File: src/rtl/imm_gen_pkg.sv
// Shared types for the pipelined immediate generator: format codes and RV32/RV64 base opcodes.
// FMT_Z is only produced when IMM_GEN_CSR_EN is defined, but its code stays reserved in every build.
package imm_gen_pkg;

    localparam int FMT_W = 3;

    typedef enum logic [FMT_W-1:0] {
        FMT_NONE = 3'd0,
        FMT_I    = 3'd1,
        FMT_S    = 3'd2,
        FMT_B    = 3'd3,
        FMT_U    = 3'd4,
        FMT_J    = 3'd5,
        FMT_Z    = 3'd6
    } fmt_e;

    localparam logic [6:0] OPC_LOAD   = 7'b0000011;
    localparam logic [6:0] OPC_OPIMM  = 7'b0010011;
    localparam logic [6:0] OPC_JALR   = 7'b1100111;
    localparam logic [6:0] OPC_STORE  = 7'b0100011;
    localparam logic [6:0] OPC_BRANCH = 7'b1100011;
    localparam logic [6:0] OPC_LUI    = 7'b0110111;
    localparam logic [6:0] OPC_AUIPC  = 7'b0010111;
    localparam logic [6:0] OPC_JAL    = 7'b1101111;
    localparam logic [6:0] OPC_SYSTEM = 7'b1110011;

endpackage

File: src/rtl/imm_decode.sv
// Combinational opcode classification and I/S/B/U/J immediate build, sign-extended to XLEN.
// IMM_GEN_CSR_EN adds the CSR-immediate (Z) format for SYSTEM opcodes.
module imm_decode
    import imm_gen_pkg::*;
#(
    parameter int XLEN = 32
) (
    input  logic [31:0]     instr_i,
    output fmt_e            fmt_o,
    output logic [XLEN-1:0] imm_o
);

    // Every format fits in 32 signed bits, so widen once at the end.
    logic [31:0] imm32;

    always_comb begin
        fmt_o = FMT_NONE;
        imm32 = '0;
        case (instr_i[6:0])
            OPC_LOAD, OPC_OPIMM, OPC_JALR: begin
                fmt_o = FMT_I;
                imm32 = {{20{instr_i[31]}}, instr_i[31:20]};
            end
            OPC_STORE: begin
                fmt_o = FMT_S;
                imm32 = {{20{instr_i[31]}}, instr_i[31:25], instr_i[11:7]};
            end
            OPC_BRANCH: begin
                fmt_o = FMT_B;
                imm32 = {{19{instr_i[31]}}, instr_i[31], instr_i[7],
                         instr_i[30:25], instr_i[11:8], 1'b0};
            end
            OPC_LUI, OPC_AUIPC: begin
                fmt_o = FMT_U;
                imm32 = {instr_i[31:12], 12'b0};
            end
            OPC_JAL: begin
                fmt_o = FMT_J;
                imm32 = {{11{instr_i[31]}}, instr_i[31], instr_i[19:12],
                         instr_i[20], instr_i[30:21], 1'b0};
            end
`ifdef IMM_GEN_CSR_EN
            OPC_SYSTEM: begin
                if (instr_i[14]) begin
                    // CSRR*I: uimm lives in the rs1 field and is zero-extended
                    fmt_o = FMT_Z;
                    imm32 = {27'b0, instr_i[19:15]};
                end else begin
                    fmt_o = FMT_I;
                    imm32 = {{20{instr_i[31]}}, instr_i[31:20]};
                end
            end
`endif
            default: begin
                fmt_o = FMT_NONE;
                imm32 = '0;
            end
        endcase
    end

    assign imm_o = XLEN'($signed(imm32));

endmodule

File: src/rtl/imm_gen_pipe.sv
// Immediate generator stage: 1-cycle latency, main register plus skid entry for full throughput.
// in_ready is registered (= no skid entry held); flush clears both valid bits, data fields hold.
module imm_gen_pipe
    import imm_gen_pkg::*;
#(
    parameter int XLEN  = 32,
    parameter int TAG_W = 32
) (
    input  logic             clk,
    input  logic             rst_n,
    input  logic             flush,
    input  logic             in_valid,
    output logic             in_ready,
    input  logic [31:0]      in_instr,
    input  logic [TAG_W-1:0] in_tag,
    output logic             out_valid,
    input  logic             out_ready,
    output logic [XLEN-1:0]  out_imm,
    output logic [2:0]       out_fmt,
    output logic [TAG_W-1:0] out_tag
);

    typedef struct packed {
        fmt_e             fmt;
        logic [XLEN-1:0]  imm;
        logic [TAG_W-1:0] tag;
    } entry_t;

    fmt_e            dec_fmt;
    logic [XLEN-1:0] dec_imm;
    entry_t          new_ent;

    entry_t main_q, main_d;
    entry_t skid_q, skid_d;
    logic   main_vld_q, main_vld_d;
    logic   skid_vld_q, skid_vld_d;

    logic in_xfer;
    logic drain;

    imm_decode #(.XLEN(XLEN)) u_decode (
        .instr_i (in_instr),
        .fmt_o   (dec_fmt),
        .imm_o   (dec_imm)
    );

    assign new_ent = '{fmt: dec_fmt, imm: dec_imm, tag: in_tag};
    assign in_xfer = in_valid & in_ready & ~flush;
    assign drain   = main_vld_q & out_ready;

    always_comb begin
        main_d     = main_q;
        skid_d     = skid_q;
        main_vld_d = main_vld_q;
        skid_vld_d = skid_vld_q;
        if (flush) begin
            main_vld_d = 1'b0;
            skid_vld_d = 1'b0;
        end else if (!main_vld_q || drain) begin
            if (skid_vld_q) begin
                // Older skid entry goes first to keep results in order
                main_d     = skid_q;
                main_vld_d = 1'b1;
                skid_vld_d = in_xfer;
                if (in_xfer) begin
                    skid_d = new_ent;
                end
            end else begin
                main_vld_d = in_xfer;
                if (in_xfer) begin
                    main_d = new_ent;
                end
            end
        end else if (in_xfer) begin
            skid_d     = new_ent;
            skid_vld_d = 1'b1;
        end
    end

    always_ff @(posedge clk or negedge rst_n) begin
        if (!rst_n) begin
            main_q     <= '0;
            skid_q     <= '0;
            main_vld_q <= 1'b0;
            skid_vld_q <= 1'b0;
        end else begin
            main_q     <= main_d;
            skid_q     <= skid_d;
            main_vld_q <= main_vld_d;
            skid_vld_q <= skid_vld_d;
        end
    end

    assign in_ready  = ~skid_vld_q;
    assign out_valid = main_vld_q;
    assign out_imm   = main_q.imm;
    assign out_fmt   = main_q.fmt;
    assign out_tag   = main_q.tag;

endmodule

File: config.mk
export PLATFORM = sky130hd
export DESIGN_NAME = imm_gen_pipe
export DESIGN_NICKNAME = d
export VERILOG_FILES = /design/src/rtl/imm_gen_pkg.sv /design/src/rtl/imm_decode.sv /design/src/rtl/imm_gen_pipe.sv
export SDC_FILE = /design/constraint.sdc
export NUM_CORES = 1
export LEC_CHECK = 0
export BUFFER_PORTS_ARGS = -buffer_cell sky130_fd_sc_hd__buf_2
export CORE_UTILIZATION = 45
export CTS_BUF_LIST = sky130_fd_sc_hd__clkbuf_16
export CTS_CLUSTER_SIZE = 40
export DETAILED_ROUTE_END_ITERATION = 8
export GPL_ROUTABILITY_DRIVEN = 1
export PLACE_DENSITY = 0.8
export SKIP_CTS_REPAIR_TIMING = 1
export SKIP_LAST_GASP = 1
export SYNTH_ARGS = -nofsm -noshare
export SYNTH_HDL_FRONTEND = slang
export SYNTH_HIERARCHICAL = 1
export SYNTH_SLANG_ARGS = --single-unit
File: constraint.sdc
create_clock -name clk -period 4.73 [get_ports clk]
set_input_delay 0.946 -clock clk [delete_from_list [all_inputs] [get_ports clk]]
set_output_delay 0.946 -clock clk [all_outputs]
set_load 0.005 [all_outputs]
Word-level counts from Yosys, hierarchy flattened --
Index checks and enable logic that the tools add are counted.
Word-level totals: flip-flop bits (word level) 136, bits of input ports 69, output and inout bits 69, logic and storage cells 45
Operators by class: bitwise logic cells 5, multiplexer cells 14, equal/unequal tests 9, reductions and logical operators 9
Operators by type and width (count):
- $mux W67 | 5
- $pmux W32 S5 | 1
- $eq A7 B7 Y1 const B | 3
- $pmux W3 S5 | 1
- $eq A7 B5 Y1 const B | 2
- $eq A7 B6 Y1 const B | 2
- $eq A7 B2 Y1 const B | 1
- $mux W1 | 7
- $reduce_bool A2 Y1 | 2
- $and A1 B1 Y1 | 3
- $reduce_and A3 Y1 | 1
- $reduce_bool A3 Y1 | 1
- $reduce_or A3 Y1 | 1
- $ne A2 B2 Y1 const B | 1
- $not A1 Y1 | 2
- $reduce_and A2 Y1 | 1
- $reduce_or A2 Y1 | 1
- $logic_not A1 Y1 | 1
- $logic_or A1 B1 Y1 | 1

Logic depth before layout (Yosys ltp) --
Gate-level depths: netlist of the first run.
depth after elaboration 6, depth in mapped cells 7, depth with buffers taken out 5

Hierarchy --
Netlist of the first run, hierarchy kept.
Modules (own cells, without submodules):
- imm_gen_pipe | times used 1, area each 6030.8 µm², cells an instance 368, seq. area each 3403.3 µm²
- imm_decode | times used 1, area each 515.5 µm², cells an instance 79, seq. area each 0.0 µm²

Worst setup path before layout of the first run --
OpenSTA, ideal clock, no wires.
path type input-to-reg, start point input in_instr[2], end point register main_q, in the netlist out_imm[20], arrival time 2273 ps, data required time 4605 ps, stages 7, library setup time 125 ps, path buffers 2, slack 2332 ps, cell sequence buf_2 -> nor2_1 -> o21ai_2 -> buf_2 -> o22ai_1 -> mux2_2 -> mux2_2
On the way: word-level cells in the longest chain between the ends 5, elaborated cells on any way between the ends 13, classes of those cells 8 x eq/ne; 3 x mux; 2 x reduce/logical
RTL lines:
- from (decl) | line imm_gen_pipe.sv:14 | input logic [31:0] in_instr,
- $eq A7 B2 Y1, or another cell as far along | line imm_decode.sv:19 | case (instr_i[6:0])
- $reduce_or A3 Y1 or $reduce_or A2 Y1 (tied branches) | line imm_decode.sv:19
- $pmux W32 S5 * | line imm_decode.sv:19
- via dec_imm[20] | line imm_gen_pipe.sv:30 | logic [XLEN-1:0] dec_imm;
- $mux W67 * | line imm_gen_pipe.sv:70 | if (in_xfer) begin
- $mux W67 * | line imm_gen_pipe.sv:60 | if (skid_vld_q) begin
- to (signal assigned) | line imm_gen_pipe.sv:87 | main_q <= main_d;
- to (decl) | line imm_gen_pipe.sv:33 | entry_t main_q, main_d;
Mark *: on every way through the listed nets, which the timed path passes. The rest lies on a longest branch. The select of a mux whose other input is x is not followed. A chain may end at the register's enable or synchronous reset.

Worst setup path in the final report of the first run --
start point input out_ready, end point register skid_q[18] in the netlist's numbering
On the way: word-level cells in the longest chain between the ends 4, elaborated cells on any way between the ends 5, classes of those cells 1 x eq/ne; 1 x mux; 1 x bitwise; 2 x reduce/logical
RTL lines:
- from (decl) | line imm_gen_pipe.sv:17 | input logic out_ready,
- $and A1 B1 Y1 * | line imm_gen_pipe.sv:49 | assign drain = main_vld_q & out_ready;
- $logic_or A1 B1 Y1 * | line imm_gen_pipe.sv:59 | end else if (!main_vld_q || drain) begin
- $ne A2 B2 Y1 (no line)
- $reduce_and A2 Y1 (no line)
- to (signal assigned) | line imm_gen_pipe.sv:88 | skid_q <= skid_d;
- to (decl) | line imm_gen_pipe.sv:34 | entry_t skid_q, skid_d;
Every way passes the cells marked *; elsewhere a longest branch is shown, timed or not.

==> flow_summary.yaml, run 1 <==
synth:
  netlist_area_sq_mm: 0.00655
  netlist.area_leader.share_pct: 52.0
  synth_seq_cells: 136
  synth_cell_type_count: 42
  synth_area_leaders: "dfrtp_1 52%, mux2_2 28%, mux2_4 6.9%, buf_6 2.1%, mux2_1 1.9%"
  syn_inst: 447
  synth_edf_count: 0
  ys_warn_count: 6
  synth_flop_cell: "dfrtp_1"
  seq_area_frac_synth_pct: 52.0
  syn_avg_cell_area_sq_um: 14.6
  post-synth-top-area-cell: "dfrtp_1"
  synthArstFlopShare_pct: 100
  synth_nets: 516
clock_tree:
  cts_tree: "yes"
  clk_pin_slew_ns: 0.05
  ctsHtreeMaxLevel: 4
  insertion_delay_ns: 0.41
  root_buffer: "clkbuf_16"
  numCtsBuffers: 17
  cts.sinks: 136
  cts.path.max_buffers: 2
timing:
  clock_skew_ns: 0.00851
  rsz0062_at_grt: "no"
  finalSetupTns_ns: 0
  fin_crit_sh_pct: 54.6
  max_freq_mhz: 387
  worst_pin_slew_ns: 1.18
  hold_viol: 0
  drv_slew: 0
  fin_hold_ws_ns: 0.492
  setup_violations: 0
  min_period_ns: 2.58
  slew_headroom_pct: 21.4
finish:
  layout_common_cells: "160 x mux2_2, 136 x buf_2, 135 x dfrtp_1"
  num-nets-final: 647
  nFillCells: 1131
  final_common_cell: "mux2_2"
  syn_to_final_growth_pct: 20.3
  seqCellArea_sq_mm: 0.00340
  drive_gt1_share_pct: 62.4
  multiInputGateArea_sq_mm: 0.00288
  fin_area_sq_mm: 0.00788
placed_design:
  gp_congestion: 0.808
  port_buffers: 137
  dpl_cell_area_sq_mm: 0.00728
  post-dp-hpwl_um: 9080
pwr:
  share_seq_of_total_power_pct: 44.8
  internal-power_w: 0.00237
  p_switching_w: 0.000731
  p_clk_share_pct: 42.2
  power_leakage_nw: 4.05
  vdd.ir_drop.worst_mv: 0.268
  p_comb_share_pct: 13.0
  p_per_area_mw_per_mm2: 394
  p_sw_share_pct: 23.5
global_route:
  gr-total-overflow: 0
  track_usage_pct: 19.6
  grt_pass1_vias: 4370
  grt_max_degree: 98
  grt_pass1_wl_um: 22300
  antenna_found_initial: 2
route:
  firstDrtPassIters: 4
  drc: 0
  ant_nets: 0
  via_per_inst: 5.36
  wl_um: 13700
  drt_iter0_drc: 287
  vias: 4145
  wire_per_inst_um: 17.7
worst_hold_path:
  hold_class: "reg -> reg"
critical_path:
  critPathKind: "in -> reg"
  cp-endpoint: "skid_q[18]"
  r2r_start: "skid_vld_q"
  rrSetupSlack_ns: 2.21
  critPathLaunch: "out_ready"
  arrival_ns: 2.87
  critPathCaptureType: "register"
  regToRegEndpoint: "skid_q[18]"
  startpoint_type: "primary input"
  worstRegToRegCells: 3
  cp_max_fo: 67
  worst_ep_required_time_ns: 5.02
die:
  die-area_sq_mm: 0.0150
  fp.dieW_um: 123
  row_count: 43
  start_util_pct: 46.6
  die_h_um: 123
  core_area_sq_mm: 0.0140
  pin_count: 138
flow_run:
  drv_cap: 0
run_status:
  status: "finished clean"
[cells by family (layout without fill, tap and decap cells)]
family                 Yosys count  after routing  synth area share, %
AND/OR/NAND/NOR                 32             32                 3.29
AO/OA/AOI/OAI                   36             36                 4.36
flip-flops                     136            136                 52.0
other                            0              2                    0
buffers and inverters           42            186                 4.07
multiplexers                   201            201                 36.3
[synth_stat cells (2+ instances only)]
library cell and count:
a22o_2 2, mux2_2 160, a21o_1 9, buf_2 12, nor3_1 7, inv_1 13, a21oi_1 2, nor2_1 3
mux2_1 11, a22o_1 2, clkbuf_1 4, nand4b_1 3, o22ai_1 11, mux2_4 30, dfrtp_1 136, buf_6 12
a21oi_4 2, nand2_1 4
[flip-flops by register name, indices dropped and copies added (netlist names)]
signal / cells
out_imm: 32
skid_vld_q: 1
out_valid: 1
out_fmt: 3
skid_q: 67
out_tag: 32
[worst max-delay path: stages]
cell,delay (ns)
buf_2,0.11
nor2b_2,0.23
nand3_4,0.90
mux2_4,0.64
[metrics by stage]
stage | total power, W | cells | util, % | worst slack (ns)
finish | 0.00310 | 773 | 56.1 | 2.15
floorplan | 0.00164 | 447 | - | 2.33
global route | 0.00325 | 773 | 56.1 | 2.06
CTS | 0.00315 | 771 | 56.0 | 2.17
global placement | 0.00179 | 739 | 51.9 | 1.82
detailed placement | 0.00181 | 739 | 51.9 | 1.72
[power groups by stage]
stage | registers, W | clock network, W | logic [W]
CTS | 0.00139 | 0.00135 | 0.000411
finish | 0.00139 | 0.00131 | 0.000405
floorplan | 0.00139 | 0 | 0.000249
global route | 0.00140 | 0.00140 | 0.000447
global placement | 0.00140 | 0 | 0.000391
detailed placement | 0.00140 | 0 | 0.000410
[layer usage]
layer | vias up | part of all wire [%] | GRT usage, %
met4 | 0 | 1.2 | 6.33
met3 | 14 | 5.9 | 7.20
met2 | 120 | 49 | 32.1
li1 | 1894 | - | -
met1 | 2117 | 44 | 24.0
met5 | - | 0 | 0
[cell type report]
| type | count | area share, % |
|---|---|---|
| sequential | 136 | 43.2 |
| multi-input combinational | 269 | 36.6 |
| timing repair buffer | 141 | 9.17 |
| clock buffer | 17 | 5.40 |
| tap | 180 | 2.86 |
| clock inverter | 15 | 2.03 |
| inverter | 13 | 0.620 |
| antenna | 2 | 0.0636 |
[worst min path at each step]
stage	start	endpoint	slack, ns	depth (start not counted)
2_1_floorplan	skid_q[31]	skid_q[31]	0.47	1
3_3_place_gp	out_tag[12]	out_tag[12]	0.47	1
3_5_place_dp	out_tag[14]	out_tag[14]	0.47	1
4_1_cts	out_tag[14]	out_tag[14]	0.49	1
5_1_grt	out_tag[14]	out_tag[14]	0.51	1
6_report	out_tag[14]	out_tag[14]	0.49	1
(Power assumes the default switching activity.)
==> run 2: changes to the inputs <==
--- a/config.mk
+++ b/config.mk
@@ -5,13 +5,14 @@
 export SDC_FILE = /design/constraint.sdc
 export NUM_CORES = 1
 export LEC_CHECK = 0
+export ABC_AREA = 1
 export BUFFER_PORTS_ARGS = -buffer_cell sky130_fd_sc_hd__buf_2
 export CORE_UTILIZATION = 45
 export CTS_BUF_LIST = sky130_fd_sc_hd__clkbuf_16
 export CTS_CLUSTER_SIZE = 40
 export DETAILED_ROUTE_END_ITERATION = 8
 export GPL_ROUTABILITY_DRIVEN = 1
-export PLACE_DENSITY = 0.8
+export PLACE_DENSITY = 0.79
 export SKIP_CTS_REPAIR_TIMING = 1
 export SKIP_LAST_GASP = 1
 export SYNTH_ARGS = -nofsm -noshare
==> constraint.sdc (replaced) <==
create_clock -name clk -period 2.4 [get_ports clk]
set_input_delay 0.48 -clock clk [delete_from_list [all_inputs] [get_ports clk]]
set_output_delay 0.48 -clock clk [all_outputs]
set_load 0.005 [all_outputs]
==> flow_summary.yaml, run 2 <==
die:
  core_area_sq_mm: 0.0152
  row_count: 45
  pin_count: 138
  fp.dieW_um: 127
  die-area_sq_mm: 0.0161
  die_h_um: 127
  start_util_pct: 46.2
route:
  wire_per_inst_um: 14.4
  firstDrtPassIters: 5
  wl_um: 18500
  drt_iter0_drc: 607
  ant_nets: 0
  vias: 6672
  via_per_inst: 5.18
  drc: 0
worst_hold_path:
  hold_class: "in -> async"
global_route:
  grt_pass1_vias: 6024
  gr-total-overflow: 0
  grt_max_degree: 68
  track_usage_pct: 24.0
  antenna_found_initial: 0
  grt_pass1_wl_um: 30400
finish:
  syn_to_final_growth_pct: 19.6
  num-nets-final: 1158
  fin_area_sq_mm: 0.00840
  diodes: 0
  largest-register: "skid_q"
  drive_gt1_share_pct: 19.7
  largest_reg_flops: 67
  nFillCells: 1438
  final_common_cell: "nand2_1"
  layout_common_cells: "533 x nand2_1, 160 x nand3_1, 136 x buf_2"
  fin_cells: 1289
timing:
  finalSetupTns_ns: 0
  rsz0062_at_grt: "no"
  fin_hold_ws_ns: 0.0264
  drv_slew: 0
  slew_headroom_pct: 50.3
  clock_skew_ns: 0.00781
  setup_violations: 0
  min_period_ns: 2.02
  worst_pin_slew_ns: 0.746
  fin_crit_sh_pct: 84.4
  max_freq_mhz: 494
  hold_viol: 0
  timing.final.ws_setup_ns: 0.376
synth:
  synth_common_cells: "533 x nand2_1, 160 x nand3_1, 136 x dfrtp_1, 32 x buf_2, 27 x inv_1"
  seq_area_frac_synth_pct: 48.4
  synth_seq_cells: 136
  synth_cell_type_count: 19
  post-synth-top-area-cell: "dfrtp_1"
  netlist.area_leader.share_pct: 48.4
  syn_inst: 977
  synth_edf_count: 0
  syn_avg_cell_area_sq_um: 7.19
  synthArstFlopShare_pct: 100
  ys_warn_count: 6
  netlist_area_sq_mm: 0.00703
  synth_most_common_cell: "nand2_1"
  synth_nets: 1046
  synth_flop_cell: "dfrtp_1"
  synth_area_leaders: "dfrtp_1 48%, nand2_1 28%, nand3_1 11%, buf_2 2.3%, nand2_2 1.5%"
placed_design:
  dpl_cell_area_sq_mm: 0.00782
  pre_cts_slack_ns: 0.410
  gp_congestion: 0.904
  post-dp-hpwl_um: 12000
  port_buffers: 137
  dp_cells: 1258
pwr:
  vdd.ir_drop.worst_mv: 0.522
  power_leakage_nw: 5.12
  p_per_area_mw_per_mm2: 722
critical_path:
  startpoint_type: "register"
  crit_buf_inv: 3
  critPathCaptureType: "output port"
  arrival_ns: 1.54
  worst_ep_required_time_ns: 1.92
  critPathKind: "reg -> out"
  cp_slowest_stage_delay_ns: 0.44
  critical-path-slowest-cell: "dfrtp_2"
  path_cells: "inv_2 > buf_4 > buf_2"
  cp_max_fo: 16
  critical_path.top_delay_family: "buffers and inverters"
clock_tree:
  cts_tree: "yes"
  numCtsBuffers: 17
  ctsHtreeMaxLevel: 4
  insertion_delay_ns: 0.42
  root_buffer: "clkbuf_16"
  cts.sinks: 136
  cts.path.max_buffers: 2
  clk_pin_slew_ns: 0.06
run_status:
  status: "finished clean"
flow_run:
  drv_cap: 0
run 2: cell count changes after synthesis, sizes merged, moves of 6 or more:
cell,previous run,this run
mux2,201,0
clkbuf,4,11
nand2,4,553
o21ai,1,7
buf,25,50
inv,13,31
nor3,8,0
o22ai,11,0
nor2,4,25
a21o,9,0
nand3,2,164
run 2: cells by family (layout without fill, tap and decap cells):
| group | count (synthesis) | in the layout | synth area share (%) |
|---|---|---|---|
| DFF | 136 | 136 | 48.4 |
| and+or+nand+nor | 742 | 742 | 44.6 |
| buffers and inverters | 92 | 216 | 6.45 |
| AOI/OAI and AO/OA | 7 | 7 | 0.499 |
run 2: final cells by class:
class / instances / area [sq um] / share of cell area, %
inverter: 31 / 116 / 1.38
tap: 188 / 235 / 2.80
clock inverter: 14 / 159 / 1.89
timing repair buffer: 154 / 882 / 10.5
clock buffer: 17 / 425 / 5.06
sequential: 136 / 3400 / 40.5
multi-input combinational: 749 / 3180 / 37.8
run 2: final timing paths:
path,startpoint,to,slack (ns),cells past startpoint
max,skid_vld_q,in_ready,0.38,3
min,rst_n,out_imm[13],0.03,1
max reg2reg,out_valid,out_tag[8],0.70,5
min reg2reg,skid_q[7],skid_q[7],0.47,2
max in group asynchronous,rst_n,skid_vld_q,1.74,2
min in group clk,in_tag[20],skid_q[20],0.30,3
run 2: metrics by stage:
step	total power [W]	util (%)
6_report	0.00607	55.3
5_1_grt	0.00634	55.3
4_1_cts	0.00610	55.3
3_5_place_dp	0.00350	51.4
3_3_place_gp	0.00348	51.4
2_1_floorplan	0.00314	-
run 2: routing by layer:
layer	part of all wire, %	vias to the layer above	track usage, %
met5	0	-	0
met4	1.6	0	8.40
met3	7.3	24	5.06
met2	46	265	36.8
met1	46	3119	33.6
li1	-	3264	-
run 2: worst reg2reg max path: stages, from the launching register on:
cell	delay [ns]
dfrtp_1	0.39
nand2_2	0.30
nand3_2	0.41
buf_4	0.35
nand2_1	0.09
nand2_1	0.05
run 2: report_power, final:
group	internal, W	leakage [nW]	switching, W
registers	0.00256	1.80	0.000143
logic	0.000287	3.03	0.000475
clock network	0.00162	0.295	0.000986
==> run 3: changes to the inputs <==
--- a/config.mk
+++ b/config.mk
@@ -5,14 +5,14 @@
 export SDC_FILE = /design/constraint.sdc
 export NUM_CORES = 1
 export LEC_CHECK = 0
-export ABC_AREA = 1
+export ABC_AREA = 0
 export BUFFER_PORTS_ARGS = -buffer_cell sky130_fd_sc_hd__buf_2
 export CORE_UTILIZATION = 45
 export CTS_BUF_LIST = sky130_fd_sc_hd__clkbuf_16
 export CTS_CLUSTER_SIZE = 40
 export DETAILED_ROUTE_END_ITERATION = 8
 export GPL_ROUTABILITY_DRIVEN = 1
-export PLACE_DENSITY = 0.79
+export PLACE_DENSITY = 0.8
 export SKIP_CTS_REPAIR_TIMING = 1
 export SKIP_LAST_GASP = 1
 export SYNTH_ARGS = -nofsm -noshare
==> constraint.sdc (replaced) <==
create_clock -name clk -period 2 [get_ports clk]
set_input_delay 0.4 -clock clk [delete_from_list [all_inputs] [get_ports clk]]
set_output_delay 0.4 -clock clk [all_outputs]
set_load 0.005 [all_outputs]
==> flow_summary.yaml, run 3 (same netlist as run 1, synthesis figures left out) <==
run_status:
  status: "finished clean"
timing:
  hold_viol: 0
  min_period_ns: 1.85
  drv_slew: 0
  rsz0062_at_grt: "no"
  setup_violations: 0
  fin_crit_sh_pct: 92.7
  worst_pin_slew_ns: 0.628
  max_freq_mhz: 539
  slew_headroom_pct: 58.1
  clock_skew_ns: 0.0102
  finalSetupTns_ns: 0
placed_design:
  port_buffers: 137
  dpl_cell_area_sq_mm: 0.00742
  post-dp-hpwl_um: 9440
  gp_congestion: 0.747
  dp_cells: 747
finish:
  layout_common_cells: "160 x mux2_2, 136 x buf_2, 135 x dfrtp_1"
  fin_area_sq_mm: 0.00801
  syn_to_final_growth_pct: 22.4
  diodes: 0
  final_common_cell: "mux2_2"
  largest_reg_flops: 67
  drive_gt1_share_pct: 63.1
  nFillCells: 1104
  fin_cells: 779
  num-nets-final: 656
  largest-register: "skid_q"
route:
  ant_nets: 0
  drc: 0
  wire_per_inst_um: 18.0
  wl_met1_um: 5940
  via_per_inst: 5.36
  wl_um: 14000
  firstDrtPassIters: 4
  vias: 4177
  wl_met3_um: 928
  route.met2.wl_um: 6870
  maxUsedRoutingLayer: "met4"
  drt_iter0_drc: 189
clock_tree:
  numCtsBuffers: 17
  ctsHtreeMaxLevel: 4
  cts.sinks: 136
  clk_pin_slew_ns: 0.06
  root_buffer: "clkbuf_16"
  cts.path.max_buffers: 2
  insertion_delay_ns: 0.42
  cts_tree: "yes"
worst_hold_path:
  min_path_cells: 2
  min_to: "out_valid"
  hp-start: "flush"
  hold_class: "in -> reg"
critical_path:
  path_cells: "buf_12 > inv_1 > buf_2"
  worst_ep_required_time_ns: 1.60
  r2r_start: "skid_vld_q"
  startpoint_type: "register"
  critPathKind: "reg -> out"
  cp_max_fo: 39
  arrival_ns: 1.45
  regToRegEndpoint: "skid_q[40]"
  rrSetupSlack_ns: 0.20
  critPathCaptureType: "output port"
  cp_slowest_stage_delay_ns: 0.52
  worstRegToRegCells: 4
  critical-path-slowest-cell: "dfrtp_2"
global_route:
  gr-total-overflow: 0
  track_usage_pct: 20.0
  grt_max_degree: 47
  antenna_found_initial: 0
  grt_pass1_vias: 4578
  grt_pass1_wl_um: 22700
die:
  pin_count: 138
  die_h_um: 123
  fp.dieW_um: 123
  start_util_pct: 46.6
  die-area_sq_mm: 0.0150
  row_count: 43
  core_area_sq_mm: 0.0140
pwr:
  p_switching_w: 0.00175
  p_sw_share_pct: 23.7
  internal-power_w: 0.00564
  power_w: 0.00739
  share_seq_of_total_power_pct: 44.3
  power_leakage_nw: 4.12
  vdd.ir_drop.worst_mv: 0.618
  p_per_area_mw_per_mm2: 922
  p_comb_share_pct: 13.3
  p_clk_share_pct: 42.4
flow_run:
  drv_cap: 0
## run 3: how the worst max path moves through the flow
stage	startpoint	endpoint	slack, ns	depth (start not counted)
after floorplan	in_instr[2]	out_imm[20]	0.15	7
after CTS	skid_vld_q	in_ready	0.12	3
after detailed placement	in_instr[5]	out_imm[14]	0.02	6
final	skid_vld_q	in_ready	0.15	3
after global routing	skid_vld_q	in_ready	0.08	3
after global placement	in_instr[5]	out_imm[13]	0.09	6
## run 3: through the flow
stage	worst slack (ns)	utilization [%]	hold WS, ns
floorplan	0.148	-	0.104
global placement	0.0899	52.8	0.295
detailed placement	0.0206	52.8	0.298
CTS	0.123	57.0	-0.151
global route	0.0787	57.1	0.205
finish	0.146	57.1	0.210
## run 3: area by class of cell
cell class / count / area (sq um) / area share, %
tap: 180 / 225 / 2.81
sequential: 136 / 3400 / 42.5
multi-input combinational: 269 / 2880 / 36.0
clock inverter: 14 / 159 / 1.98
inverter: 13 / 48.8 / 0.609
clock buffer: 17 / 425 / 5.31
timing repair buffer: 150 / 867 / 10.8
## run 3: metal layers
layer / up-vias / GRT usage [%]
met5: - / 0
met4: 0 / 7.55
met3: 20 / 7.11
met2: 139 / 33.0
met1: 2116 / 23.8
li1: 1902 / -
## run 3: power groups by stage
| stage | clock network, W | logic (W) | registers [W] |
|---|---|---|---|
| final | 0.00313 | 0.000986 | 0.00327 |
| after global routing | 0.00331 | 0.00108 | 0.00331 |
| after CTS | 0.00319 | 0.00100 | 0.00327 |
| after detailed placement | 0 | 0.000992 | 0.00332 |
| after global placement | 0 | 0.000961 | 0.00329 |
| after floorplan | 0 | 0.000590 | 0.00329 |
## run 3: worst max-delay path, delay by kind of cell, from the launching register on
family | cells | cell delay, ns
buffers and inverters | 3 | 0.49
flip-flops | 1 | 0.52
